===== config.mk =====
export PLATFORM = sky130hd
export DESIGN_NAME = mse_result_packer_flat
export DESIGN_NICKNAME = d
export VERILOG_FILES = /design/src/rtl/mse_pkg.sv /design/src/rtl/mse_result_packer_if.sv /design/src/rtl/result_fifo.sv /design/src/rtl/mse_result_packer.sv /design/src/flat_wrapper.sv
export SDC_FILE = /design/constraint.sdc
export NUM_CORES = 1
export LEC_CHECK = 0
export ABC_AREA = 1
export BUFFER_PORTS_ARGS = -buffer_cell sky130_fd_sc_hd__buf_2
export CAP_MARGIN = 20
export CORE_MARGIN = 3
export CORE_UTILIZATION = 61
export DETAILED_ROUTE_END_ITERATION = 12
export PLACE_DENSITY = 0.78
export SYNTH_ARGS = -nofsm -noshare
export SYNTH_HDL_FRONTEND = slang
export SYNTH_SLANG_ARGS = --single-unit

===== constraint.sdc =====
create_clock -name clk -period 5.4 [get_ports clk]
set_clock_uncertainty 0.1 [all_clocks]
set_input_delay 1.35 -clock clk [delete_from_list [all_inputs] [get_ports clk]]
set_output_delay 1.35 -clock clk [all_outputs]
set_load 0.02 [all_outputs]

===== src/rtl/mse_pkg.sv =====
// Shared types and constants for the MSE result packer: FSM state encoding,
// frame length and the default frame header byte.
package mse_pkg;

  typedef enum logic [2:0] {
    IDLE = 3'd0,
    HDR  = 3'd1,
    SEQ  = 3'd2,
    DATA = 3'd3,
    CSUM = 3'd4
  } state_e;

  localparam int FRAME_BYTES = 11;

  localparam logic [7:0] HEADER_DEFAULT = 8'hA5;

  // Running frame checksum: XOR of SEQ and every payload byte.
  function automatic logic [7:0] csum_step(input logic [7:0] acc, input logic [7:0] b);
    return acc ^ b;
  endfunction

endpackage


===== src/rtl/mse_result_packer_if.sv =====
// Result strobe from the collector and the byte stream toward the host,
// bundled together. The master side is the packer itself.
interface mse_result_packer_if;

  logic [63:0] res_in;
  logic        res_valid;
  logic [7:0]  tx_data;
  logic        tx_valid;
  logic        tx_ready;

  modport master (
    input  res_in,
    input  res_valid,
    output tx_data,
    output tx_valid,
    input  tx_ready
  );

  modport slave (
    output res_in,
    output res_valid,
    input  tx_data,
    input  tx_valid,
    output tx_ready
  );

endinterface


===== src/rtl/result_fifo.sv =====
// Single-clock first-word-fall-through FIFO. A push while full is accepted
// only when a pop happens in the same cycle; otherwise it is refused and the
// caller decides what to do about the lost word.
module result_fifo
  import mse_pkg::*;
#(
  parameter int DATA_W = 64,
  parameter int DEPTH  = 4
) (
  input  logic                     clk,
  input  logic                     rstn,
  input  logic                     push,
  input  logic                     pop,
  input  logic [DATA_W-1:0]        din,
  output logic [DATA_W-1:0]        dout,
  output logic                     full,
  output logic                     empty,
  output logic [$clog2(DEPTH):0]   level
);

  localparam int AW = $clog2(DEPTH);

  logic [DATA_W-1:0] mem_q [DEPTH];
  logic [AW-1:0]     wr_ptr_q, wr_ptr_d;
  logic [AW-1:0]     rd_ptr_q, rd_ptr_d;
  logic [AW:0]       count_q, count_d;
  logic              do_push_s, do_pop_s;

  assign full  = (count_q == (AW+1)'(DEPTH));
  assign empty = (count_q == (AW+1)'(0));
  assign level = count_q;
  assign dout  = mem_q[rd_ptr_q];

  // Decide which operations really happen and the next pointer/count values.
  always_comb begin
    do_pop_s  = pop && !empty;
    do_push_s = push && (!full || do_pop_s);
    wr_ptr_d  = wr_ptr_q;
    rd_ptr_d  = rd_ptr_q;
    count_d   = count_q;
    if (do_push_s) begin
      wr_ptr_d = wr_ptr_q + AW'(1);
    end else begin
      wr_ptr_d = wr_ptr_q;
    end
    if (do_pop_s) begin
      rd_ptr_d = rd_ptr_q + AW'(1);
    end else begin
      rd_ptr_d = rd_ptr_q;
    end
    case ({do_push_s, do_pop_s})
      2'b10:   count_d = count_q + (AW+1)'(1);
      2'b01:   count_d = count_q - (AW+1)'(1);
      default: count_d = count_q;
    endcase
  end

  // Pointer and occupancy registers.
  always_ff @(posedge clk) begin
    if (!rstn) begin
      wr_ptr_q <= '0;
      rd_ptr_q <= '0;
      count_q  <= '0;
    end else begin
      wr_ptr_q <= wr_ptr_d;
      rd_ptr_q <= rd_ptr_d;
      count_q  <= count_d;
    end
  end

  // Storage array; contents are don't-care until written, so no reset.
  always_ff @(posedge clk) begin
    if (do_push_s) begin
      mem_q[wr_ptr_q] <= din;
    end
  end

endmodule


===== src/rtl/mse_result_packer.sv =====
// Buffers 64-bit MSE results and serialises each one as an 11-byte frame:
// HEADER, SEQ, D7..D0 (MSB first), CSUM. The frame register shifts left one
// byte per payload handshake so the next byte is always in its top byte.
module mse_result_packer
  import mse_pkg::*;
#(
  parameter int         DEPTH  = 4,
  parameter logic [7:0] HEADER = HEADER_DEFAULT
) (
  input  logic                   clk,
  input  logic                   rstn,
  mse_result_packer_if.master    bus,
  output logic [$clog2(DEPTH):0] fifo_level,
  output logic                   busy,
  output logic                   overflow
);

  state_e      state_q, state_d;
  logic [7:0]  tx_data_q, tx_data_d;
  logic        tx_valid_q, tx_valid_d;
  logic [63:0] frame_q, frame_d;
  logic [2:0]  cnt_q, cnt_d;
  logic [7:0]  id_q, id_d;
  logic [7:0]  seq_q, seq_d;
  logic [7:0]  csum_q, csum_d;
  logic        overflow_q, overflow_d;

  logic        pop_s;
  logic        hs_s;
  logic        fifo_full_s;
  logic        fifo_empty_s;
  logic [63:0] fifo_dout_s;

  result_fifo #(
    .DATA_W (64),
    .DEPTH  (DEPTH)
  ) u_fifo (
    .clk   (clk),
    .rstn  (rstn),
    .push  (bus.res_valid),
    .pop   (pop_s),
    .din   (bus.res_in),
    .dout  (fifo_dout_s),
    .full  (fifo_full_s),
    .empty (fifo_empty_s),
    .level (fifo_level)
  );

  assign hs_s         = tx_valid_q && bus.tx_ready;
  assign bus.tx_data  = tx_data_q;
  assign bus.tx_valid = tx_valid_q;
  assign busy         = (state_q != IDLE);
  assign overflow     = overflow_q;

  // Sticky drop flag: a strobe while full with no simultaneous pop is lost.
  always_comb begin
    overflow_d = overflow_q;
    if (bus.res_valid && fifo_full_s && !pop_s) begin
      overflow_d = 1'b1;
    end else begin
      overflow_d = overflow_q;
    end
  end

  // Frame FSM: next state, next output byte and checksum accumulation.
  always_comb begin
    state_d    = state_q;
    tx_data_d  = tx_data_q;
    tx_valid_d = tx_valid_q;
    frame_d    = frame_q;
    cnt_d      = cnt_q;
    id_d       = id_q;
    seq_d      = seq_q;
    csum_d     = csum_q;
    pop_s      = 1'b0;
    case (state_q)
      IDLE: begin
        if (!fifo_empty_s) begin
          pop_s      = 1'b1;
          frame_d    = fifo_dout_s;
          seq_d      = id_q;
          id_d       = id_q + 8'd1;
          csum_d     = 8'h00;
          tx_data_d  = HEADER;
          tx_valid_d = 1'b1;
          state_d    = HDR;
        end else begin
          tx_valid_d = 1'b0;
        end
      end
      HDR: begin
        if (hs_s) begin
          tx_data_d = seq_q;
          csum_d    = csum_step(csum_q, seq_q);
          state_d   = SEQ;
        end else begin
          state_d = HDR;
        end
      end
      SEQ: begin
        if (hs_s) begin
          tx_data_d = frame_q[63:56];
          csum_d    = csum_step(csum_q, frame_q[63:56]);
          frame_d   = {frame_q[55:0], 8'h00};
          cnt_d     = 3'd0;
          state_d   = DATA;
        end else begin
          state_d = SEQ;
        end
      end
      DATA: begin
        if (hs_s) begin
          if (cnt_q == 3'd7) begin
            // csum_q already includes D0, which was folded in when loaded.
            tx_data_d = csum_q;
            state_d   = CSUM;
          end else begin
            tx_data_d = frame_q[63:56];
            csum_d    = csum_step(csum_q, frame_q[63:56]);
            frame_d   = {frame_q[55:0], 8'h00};
            cnt_d     = cnt_q + 3'd1;
          end
        end else begin
          state_d = DATA;
        end
      end
      CSUM: begin
        if (hs_s) begin
          tx_data_d  = 8'h00;
          tx_valid_d = 1'b0;
          state_d    = IDLE;
        end else begin
          state_d = CSUM;
        end
      end
      default: begin
        tx_data_d  = 8'h00;
        tx_valid_d = 1'b0;
        state_d    = IDLE;
      end
    endcase
  end

  // State, output and frame bookkeeping registers.
  always_ff @(posedge clk) begin
    if (!rstn) begin
      state_q    <= IDLE;
      tx_data_q  <= 8'h00;
      tx_valid_q <= 1'b0;
      frame_q    <= 64'h0;
      cnt_q      <= 3'd0;
      id_q       <= 8'h00;
      seq_q      <= 8'h00;
      csum_q     <= 8'h00;
      overflow_q <= 1'b0;
    end else begin
      state_q    <= state_d;
      tx_data_q  <= tx_data_d;
      tx_valid_q <= tx_valid_d;
      frame_q    <= frame_d;
      cnt_q      <= cnt_d;
      id_q       <= id_d;
      seq_q      <= seq_d;
      csum_q     <= csum_d;
      overflow_q <= overflow_d;
    end
  end

endmodule


===== src/flat_wrapper.sv =====
// flat-port wrapper written by rule: the top's interface ports become plain ports
module mse_result_packer_flat import mse_pkg::*;
#(
  parameter int         DEPTH  = 4,
  parameter logic [7:0] HEADER = HEADER_DEFAULT
)
  (clk, rstn, fifo_level, busy, overflow, bus_res_in, bus_res_valid, bus_tx_data, bus_tx_valid, bus_tx_ready);
  mse_result_packer_if bus_i ();
  input  logic clk;
  input  logic rstn;
  output logic [$clog2(DEPTH):0] fifo_level;
  output logic busy;
  output logic overflow;
  input wire logic [$bits(bus_i.res_in)-1:0] bus_res_in;
  input wire logic [$bits(bus_i.res_valid)-1:0] bus_res_valid;
  output wire logic [$bits(bus_i.tx_data)-1:0] bus_tx_data;
  output wire logic [$bits(bus_i.tx_valid)-1:0] bus_tx_valid;
  input wire logic [$bits(bus_i.tx_ready)-1:0] bus_tx_ready;
  assign bus_i.res_in = bus_res_in;
  assign bus_i.res_valid = bus_res_valid;
  assign bus_tx_data = bus_i.tx_data;
  assign bus_tx_valid = bus_i.tx_valid;
  assign bus_i.tx_ready = bus_tx_ready;
  mse_result_packer #(.DEPTH(DEPTH), .HEADER(HEADER)) u_core (.clk(clk), .rstn(rstn), .bus(bus_i), .fifo_level(fifo_level), .busy(busy), .overflow(overflow));
endmodule

After elaboration in Yosys (flattened, before gate mapping)
Memory sizes are Yosys's and may differ from the RTL's. A register that Yosys moved wholly into a read port is not among the register bits.
Cells that the tools add are included.

storage, ports and cells
  bits of input ports = 68
  register bits after elaboration = 111
  output and inout port bits = 14
  logic and storage cells = 100
  RAM bits = 256
  memories kept = 1

memories
  memory               words  bits a word  rd ports  clocked after Yosys merged registers in  write ports  RTL line           text
  u_core.u_fifo.mem_q  4      64           1         1                                        1            result_fifo.sv:23  logic [DATA_W-1:0] mem_q [DEPTH];

operators by class
  reduce and logical (&&, ||, !) cells = 24
  bitwise operators = 4
  equal/unequal tests = 15
  multiplexer cells = 38
  $add $sub $neg = 6

operators by type and width
  cell                                                   number
  two-way mux 64 bit                                     4
  case mux 64 bit (3 select lines)                       1
  two-way mux 8 bit                                      11
  case mux 8 bit (5 select lines)                        1
  case mux 8 bit (4 select lines)                        1
  two-way mux 3 bit                                      7
  bitwise XOR 8 bit                                      2
  case mux 3 bit (5 select lines)                        1
  case mux 3 bit (2 select lines)                        2
  AND reduction 5 bit                                    2
  equality test 3 bit, second input constant             3
  adder 8 x 1 -> 8 bit, second input constant            1
  inequality test 2 x 1 -> 1 bit, second input constant  4
  adder 3 x 1 -> 3 bit, second input constant            2
  equality test 3 x 2 -> 1 bit, second input constant    2
  zero test 3 bit                                        2
  two-way mux 1 bit                                      6
  two-way mux 2 bit                                      3
  AND reduction 2 bit                                    3
  AND reduction 6 bit                                    1
  nonzero test 3 bit                                     2
  logical AND 1 bit                                      5
  adder 2 x 1 -> 2 bit, second input constant            2
  inequality test 2 bit, second input constant           2
  other kinds (13)                                       17

Logic depth before layout (Yosys ltp)
Gate-level depths: netlist (run 1).

  depth after elaboration = 8
  gate-level depth with buffers = 11

By module
Synthesis (run 1) repeated with hierarchy kept, for this count alone.

unflattened totals
  cell total of the unflattened synthesis = 1633
  area, all modules = 15488.6 um^2

modules (own cells, without submodules)
  module             times used  seq. area each (um^2)  area each (um^2)  cells each
  result_fifo        1           7867.5                 9997.1            693
  mse_result_packer  1           2082.0                 5491.5            940

Worst setup path before layout (run 1)
OpenSTA, ideal clock, no wires.

  path type = in2reg
  from = in bus_res_valid
  to = mem u_core.u_fifo.mem_q[0][0], enable pin
  cell stages on the path = 2
  buffers on the path = 0
  library setup time = 487 ps
  path slack = 613 ps
  data arrival time = 4201 ps
  cell sequence = o21ai_1 nor2_1

between the ends
  word-level cells in the longest chain between the ends = 3

RTL lines
  element                                  RTL line            text
  start, declared                          flat_wrapper.sv:15  input wire logic [$bits(bus_i.res_valid)-1:0] bus_res_valid;
  logical AND 1 bit                        result_fifo.sv:37   do_push_s = push && (!full || do_pop_s);
  two-way mux 1 bit                        result_fifo.sv:73   if (do_push_s) begin
  two-way mux 1 bit (implied by the code)  result_fifo.sv:74   mem_q[wr_ptr_q] <= din;
  end, declared                            result_fifo.sv:23

Every way passes these cells.

==> results of run 1 <==
-- final cells by class --
class | count | area [um^2]
repair buffers | 94 | 515
fillers | 1713 | 7160
clock buffers | 48 | 987
inverters | 48 | 180
multi-input cells | 1008 | 4450
clock inverters | 16 | 108
well taps | 319 | 399
flip-flops and latches | 369 | 9950
-- layer usage --
| metal | up-vias | GRT usage [%] | routed length, um |
|---|---|---|---|
| met3 | 51 | 3.10 | 1780 |
| met2 | 323 | 38.4 | 15000 |
| met1 | 5015 | 32.3 | 12900 |
| li1 | 5185 | - | - |
| met5 | - | 0 | 0 |
| met4 | 0 | 6.90 | 661 |
-- sequential cells by signal (all words and copies together) (netlist names), named ones only --
signal / count
u_core.overflow: 1
u_core.bus.tx_valid: 1
u_core.state_q: 3
u_core.cnt_q: 3
u_core.u_fifo.rd_ptr_q: 2
u_core.bus.tx_data: 8
u_core.u_fifo.mem_q: 256
u_core.u_fifo.level: 3
u_core.csum_q: 8
u_core.u_fifo.wr_ptr_q: 2
u_core.seq_q: 8
u_core.id_q: 8
u_core.frame_q: 64
-- kinds of logic after synthesis --
group           Yosys count
fa+ha+maj                 8
compound gates          325
simple gates            673
buf+inv                 129
flops                   369
xor+xnor                  2
-- per-stage QoR --
stage | util (%) | std cells | setup WS, ps | instance area (um^2)
4_1_cts | 69.8 | 1901 | 2500 | 16600
3_3_place_gp | 65.2 | 1837 | 2110 | 15500
2_1_floorplan | - | 1506 | 613 | 14900
6_report | 69.9 | 1902 | 2580 | 16600
3_5_place_dp | 65.2 | 1837 | 2090 | 15500
5_1_grt | 69.9 | 1902 | 2350 | 16600
-- power by group through the flow --
stage / clock (mW) / combinational, mW / sequential [mW]
2_1_floorplan: 0 / 2.22 / 3.71
3_3_place_gp: 0 / 2.71 / 3.77
3_5_place_dp: 0 / 2.79 / 3.78
4_1_cts: 2.37 / 2.81 / 3.73
5_1_grt: 2.50 / 3.22 / 3.78
6_report: 2.33 / 2.80 / 3.73
-- Yosys cell counts (all sizes together) (2+ instances only) --
library cell,n,area (um^2)
o22ai,8,50.1
nand4,4,25.0
nor3,2,10.0
a211oi,2,15.0
o21ai,266,1340
a21oi,44,220
nand3,26,130
o21a,2,15.0
inv,47,176
ha,7,87.6
buf,35,199
dfxtp,113,2260
xnor2,2,17.5
nand2,284,1090
clkbuf,46,173
nor2,355,1370
edfxtp,256,7690
-- worst paths after layout --
| path | end | slack [ps] | cells after the start |
|---|---|---|---|
| worst max-delay path | u_core.frame_q[18] | 2580 | 8 |
| worst min register to register | u_core.u_fifo.rd_ptr_q[1] | 340 | 1 |
| worst min-delay path | u_core.u_fifo.rd_ptr_q[1] | 340 | 1 |
| worst max register to register | u_core.frame_q[18] | 2580 | 8 |
-- critical path, delay by kind of cell, from the launching register on --
family,cells,cell delay (ps)
simple gates,4,390
buf+inv,2,1300
flops,1,410
compound gates,2,540
==> metrics.sh, run 1 <==
GRT_USE_TOTAL_PCT=23.1
FINAL_LAYOUT_SIZE_SUFFIX_GT1_SHARE_PCT=10.4
POWER.SWITCHING_FRACTION_PCT=36.4
SETUP.WORST_PATH.CLASS='reg2reg'
CORE_REGION_AREA_UM2=23800
CTS.REPORTEDPATHS.CLKPINSLEW_PS=60
HP-CLASS='reg2reg'
FINALMAXSLEWVIOLATIONS=0
WORST-PATH-MAX-FANOUT=54
SLEW-LIMIT-HEADROOM_PCT=27.1
GRT_ANTENNA_BEFORE_REPAIR=0
PLACE.PORT_BUFFERS=81
CP.REQUIRED_PS=5740
DETAIL_ROUTE.DRC_VIOLATIONS=0
POSTCTSHOLDBUFS=0
SYNTH_AREA_IN_SIMPLE_GATES_PCT=17.7
GRT_FIRST_PASS_WIRELENGTH_MM=49.7
SEQUENTIALPOWERSHARE_PCT=42.1
TIMING.FMAX_MHz=354
POSTCTSSETUPBUFFERS=0
DP.FINAL_HPWL_MM=17.2
CTS_TREE='done'
MAX_CAP_VIOL_COUNT=0
HOLD_WS_PS=344
SYNTH.LIB_CELLS_USED.DISTINCT=34
POST_CTS_SIZING_COUNT=0
DETAIL-ROUTE-ANTENNA-NETS=0
LAYOUT.CELLS.MOST_COMMON='sky130_fd_sc_hd__nor2_1'
ROUTABILITYCONGESTION=0.872
SLOWEST_STAGE_DELAY_CP_PS=730
CLKLATENCYLATEPIN_PS=510
CRITICAL_PATH_ARRIVAL_PS=3170
GRT.OVERFLOW.TOTAL=0
SYNTHTOLAYOUTAREAGROWTH_PCT=11.2
DIE_WIDTH_UM=162
POWER.LEAKAGE_nW=6.29
SYNTH_SEQUENTIAL_AREA_RATIO_PCT=66.7
SETUP_VIOLATIONS=0
HOLD_VIOLATIONS=0
FIRST_GLOBAL_VIAS=10000
SETUP_TNS_PS=0
YOSYSWARNINGS=0
SYNTH_COMPOUND_GATE_AREA_SHARE_PCT=11.1
CRIT_PATH_TOP_DELAY_CELL='sky130_fd_sc_hd__inv_2'
NET_COUNT_SYNTH=1582
PWR-SHARE-COMB_PCT=31.6
CTS.SINK_COUNT=369
TOP_LEVEL_PORTS=82
SYNTH_CELLS=1506
IRDROPWORSTVDD_mV=0.522
CLOCK_ROOT_BUFFER='sky130_fd_sc_hd__clkbuf_16'
ROUTE.DETAILED.VIAS_PER_INST=5.56
START_UTIL_PCT=62.8
SYNTH_FA_HA_AREA_SHARE_PCT=0.721
MAXIMUM_LEVEL_OF_THE_CTS_H_TREE=2
DOMINANT_COMBINATIONAL_CELL_FAMILY_BY_AREA_AFTER_SYNTHESIS='simple AND/OR/NAND/NOR gates'
PIN_COUNT_OF_THE_BIGGEST_NET_ENTERING_GLOBAL_ROUTING=86
POWER_DENSITY_nW_PER_UM2=534
SYNTH.MUX.AREA_FRACTION_PCT=0
XOR_XNOR_SHARE_OF_THE_SYNTHESIZED_AREA_PCT=0.117
DIEHEIGHT_UM=162
INITIALDRTVIOLATIONCOUNT=1035
SYNTH_EDF_COUNT=256
YS_SEQ_ELEMENTS=369
FINALNETCOUNT=1634
TOP_LIBRARY_CELLS_BY_USAGE_IN_THE_LAYOUT_FILL_AND_TAPS_ASIDE='sky130_fd_sc_hd__nor2_1 (346), sky130_fd_sc_hd__nand2_1 (279), sky130_fd_sc_hd__edfxtp_1 (256), sky130_fd_sc_hd__o21ai_0 (240), sky130_fd_sc_hd__dfxtp_1 (112)'
DESIGN_POWER_TOTAL_mW=8.86
CLOCKPOWERSHARE_PCT=26.3
MAX_SLEW.WORST_PIN.SLEW_PS=1090
CTS_BUFFER_DEPTH=3
SYNTH_FLOP_CELL='sky130_fd_sc_hd__edfxtp_1'
INT_PWR_mW=5.64
RESULT_OF_THE_RUN='finished clean'
YS_ASYNC_SR_FRACTION_PCT=0
POWER_SWITCHING_mW=3.22
SETUP_REPAIR_AFTER_GLOBAL_ROUTING_MISSED_ITS_MARGIN='no'
MIN-DELAY-START='u_core.u_fifo.rd_ptr_q[1]'
DETAILROUTE.VIA_COUNT=10600
CRIT_PATH_START_KIND='flip-flop'
TIMING.CRITICAL_PATH.CELLS='inv_2, buf_4, o21ai_0, o21ai_0, nand2_1, nand2_1, nor2_1, nor2_1'
DIE_AREA_UM2=26400
TOTALWIRELENGTH_MM=30.3
NUMCTSBUFFERS=37
DRT_PRE_ANTENNA_ITERS=5
END_KIND='flip-flop'
SYN_AVG_CELL_AREA_UM2=9.91
ROUTE.DETAILED.WL_PER_INST_UM=15.9
FINALCRITICALPERIOD_PS=2820
FLOORPLAN.ROWS=56
SYNTHESIS.AREA_UM2=14900
ANTENNA-DIODE-COUNT=0
TCRIT_TCLK_FINAL_PCT=52.3
(Power assumes the default switching activity.)
==> run 2, diff against run 1 <==
==> constraint.sdc (replaced) <==
create_clock -name clk -period 2.9 [get_ports clk]
set_clock_uncertainty 0.1 [all_clocks]
set_input_delay 0.725 -clock clk [delete_from_list [all_inputs] [get_ports clk]]
set_output_delay 0.725 -clock clk [all_outputs]
set_load 0.02 [all_outputs]
==> run 2 against run 1 <==
Against the previous run: clock power rose by 100%; first-iteration DRC count decreased by 2.1%; sequential share of layout area decreased by 0.99 points; non-clock buffer count rose by 8; register-to-register slack got worse by 2100 ps; critical endpoint is now u_core.u_fifo.mem_q[0][37]; highest routed layer is now met5.
==> metrics.sh, run 2 (synthesis gave the netlist of run 1 again) <==
POWER_DENSITY_nW_PER_UM2=1010
PLACED_AREA_UM2=15700
TIMING.CRITICAL_PATH.MAX_DELAY_FAMILY='compound AO/OA/AOI/OAI gates'
SEQUENTIALPOWERSHARE_PCT=40.2
INITIALDRTVIOLATIONCOUNT=1013
DETAIL_ROUTE.DRC_VIOLATIONS=0
PWR-SHARE-COMB_PCT=32.4
SETUP_VIOLATIONS=0
DETAIL-ROUTE-ANTENNA-NETS=0
ROUTE.DETAILED.WL_PER_INST_UM=16.2
TOP_LEVEL_PORTS=82
CRIT_PATH_START_KIND='flip-flop'
PLACE.PORT_BUFFERS=81
POST_CTS_SIZING_COUNT=0
CRITICAL_PATH_BUF_INV_COUNT=3
POSTCTSHOLDBUFS=0
TIMING.CRITICAL_PATH.CELLS='inv_2, nand2_4, inv_2, o21ai_1, nor2_4, buf_12'
BIGGEST_REGISTER='u_core.u_fifo.mem_q'
DIE_WIDTH_UM=162
IRDROPWORSTVDD_mV=0.649
WORSTREG2REGEND='u_core.u_fifo.mem_q[0][37]'
GRT_FIRST_PASS_WIRELENGTH_MM=50.4
CORE_REGION_AREA_UM2=23800
DRT_PRE_ANTENNA_ITERS=5
POSTCTSSETUPBUFFERS=0
REG2REG_SLACK_PS=480
CLOCKPOWERSHARE_PCT=27.4
CTS.SINK_COUNT=369
ROUTABILITYCONGESTION=0.887
CLOCK_ROOT_BUFFER='sky130_fd_sc_hd__clkbuf_16'
CLKLATENCYLATEPIN_PS=510
PIN_COUNT_OF_THE_BIGGEST_NET_ENTERING_GLOBAL_ROUTING=129
TIMING.FMAX_MHz=413
POWER.SWITCHING_FRACTION_PCT=36.0
POWER.LEAKAGE_nW=6.42
POWER_SWITCHING_mW=6.11
WORST-PATH-MAX-FANOUT=34
DP.FINAL_HPWL_MM=18.0
TOTALWIRELENGTH_MM=31.1
CTS.REPORTEDPATHS.CLKPINSLEW_PS=60
FINALCRITICALPERIOD_PS=2420
SETUP.WORST_PATH.CLASS='reg2reg'
R2R.WORST_PATH.CELLS=6
NUMCTSBUFFERS=37
INT_PWR_mW=10.9
CRITICAL_PATH_ARRIVAL_PS=2570
MAXIMUM_LEVEL_OF_THE_CTS_H_TREE=2
SYNTHTOLAYOUTAREAGROWTH_PCT=13.1
HOLD_PATH_DEPTH=1
STDCELL_AREA_UM2=16900
CTS_BUFFER_DEPTH=3
ANTENNA-DIODE-COUNT=0
DIEHEIGHT_UM=162
MIN-DELAY-START='bus_res_in[38]'
GRT_USE_TOTAL_PCT=23.7
PNR_WORST_SETUP_SLACK_PS=482
SETUP_REPAIR_AFTER_GLOBAL_ROUTING_MISSED_ITS_MARGIN='no'
ROUTE.DETAILED.VIAS_PER_INST=5.54
LARGEST_REGISTERS='u_core.u_fifo.mem_q (256), u_core.frame_q (64)'
SLEW-LIMIT-HEADROOM_PCT=33.0
LARGEST_REGISTER_FF_COUNT=256
HOLD_END='u_core.u_fifo.mem_q[0][38]'
FINALNETCOUNT=1642
RESULT_OF_THE_RUN='finished clean'
GRT_ANTENNA_BEFORE_REPAIR=1
FINAL_LAYOUT_SIZE_SUFFIX_GT1_SHARE_PCT=11.2
HP-CLASS='in2reg'
MAX_CAP_VIOL_COUNT=0
START_UTIL_PCT=62.8
HOLD_VIOLATIONS=0
DIE_AREA_UM2=26400
DETAILROUTE.VIA_COUNT=10600
TOP_LIBRARY_CELLS_BY_USAGE_IN_THE_LAYOUT_FILL_AND_TAPS_ASIDE='sky130_fd_sc_hd__nor2_1 (346), sky130_fd_sc_hd__nand2_1 (279), sky130_fd_sc_hd__edfxtp_1 (256), sky130_fd_sc_hd__o21ai_0 (240), sky130_fd_sc_hd__dfxtp_1 (112)'
DP_WORST_SETUP_SLACK_PS=276
TCRIT_TCLK_FINAL_PCT=83.4
TIMING.RR.START='u_core.state_q[2]'
LAYOUT.CELLS.MOST_COMMON='sky130_fd_sc_hd__nor2_1'
CTS_TREE='done'
FINALMAXSLEWVIOLATIONS=0
END_KIND='flip-flop'
FLOORPLAN.ROWS=56
GRT.OVERFLOW.TOTAL=0
SLOWEST_STAGE_DELAY_CP_PS=790
CRIT_PATH_TOP_DELAY_CELL='sky130_fd_sc_hd__o21ai_1'
CP.REQUIRED_PS=3050
TIMING.CRITICAL_PATH.MODE_CELL='sky130_fd_sc_hd__inv_2'
MAX_SLEW.WORST_PIN.SLEW_PS=998
FIRST_GLOBAL_VIAS=10200
[run 2: cell types whose count changed in the layout (fill, tap and decap cells not counted), moves of 2 or more]
| cell | delta |
|---|---|
| sky130_fd_sc_hd__clkbuf_2 | +2 |
| sky130_fd_sc_hd__buf_12 | +9 |
| sky130_fd_sc_hd__inv_6 | -3 |
| sky130_fd_sc_hd__clkinv_1 | -4 |
| sky130_fd_sc_hd__clkbuf_8 | +4 |
[run 2: power groups by stage]
stage          clock network (mW)  registers [mW]  logic, mW
2_1_floorplan                   0            6.89       4.13
4_1_cts                      4.71            6.82       5.50
6_report                     4.65            6.83       5.50
3_5_place_dp                    0            6.91       5.46
5_1_grt                      4.95            6.90       6.26
3_3_place_gp                    0            6.89       5.29
[run 2: routing by layer]
metal | vias to the layer above | routed length (um) | track usage [%] | part of all wire, %
li1 | 5212 | - | - | -
met1 | 4999 | 13100 | 31.2 | 42
met2 | 334 | 15500 | 40.7 | 50
met3 | 54 | 1860 | 4.07 | 6.0
met4 | 2 | 608 | 7.21 | 2.0
met5 | - | 14 | 0 | 0.045
[run 2: how the worst max path moves through the flow]
stage                                      end  slack, ps               from  depth (start not counted)
CTS                 u_core.u_fifo.mem_q[0][33]        480  u_core.state_q[2]                          6
global route        u_core.u_fifo.mem_q[0][59]        330  u_core.state_q[2]                          6
global placement            u_core.frame_q[51]        350       bus_tx_ready                         10
finish              u_core.u_fifo.mem_q[0][37]        480  u_core.state_q[2]                          6
floorplan            u_core.u_fifo.mem_q[0][0]       -290  u_core.state_q[0]                          5
detailed placement          u_core.frame_q[11]        280       bus_tx_ready                         10
[run 2: cell type report]
type / count / area, um^2
well taps: 319 / 399
inverters: 48 / 180
flip-flops and latches: 369 / 9950
clock buffers: 55 / 1080
clock inverters: 12 / 124
multi-input cells: 1008 / 4450
repair buffers: 102 / 688
fillers: 1682 / 6880
[run 2: through the flow]
stage          setup TNS, ps  hold WS (ps)  cells  util [%]  power [mW]
2_1_floorplan         -73230           312   1506         -        11.0
6_report                   0           319   1913      71.0        17.0
3_3_place_gp               0           325   1846      66.0        12.2
5_1_grt                    0           303   1913      71.0        18.1
4_1_cts                    0           302   1913      71.0        17.0
3_5_place_dp               0           343   1846      66.0        12.4
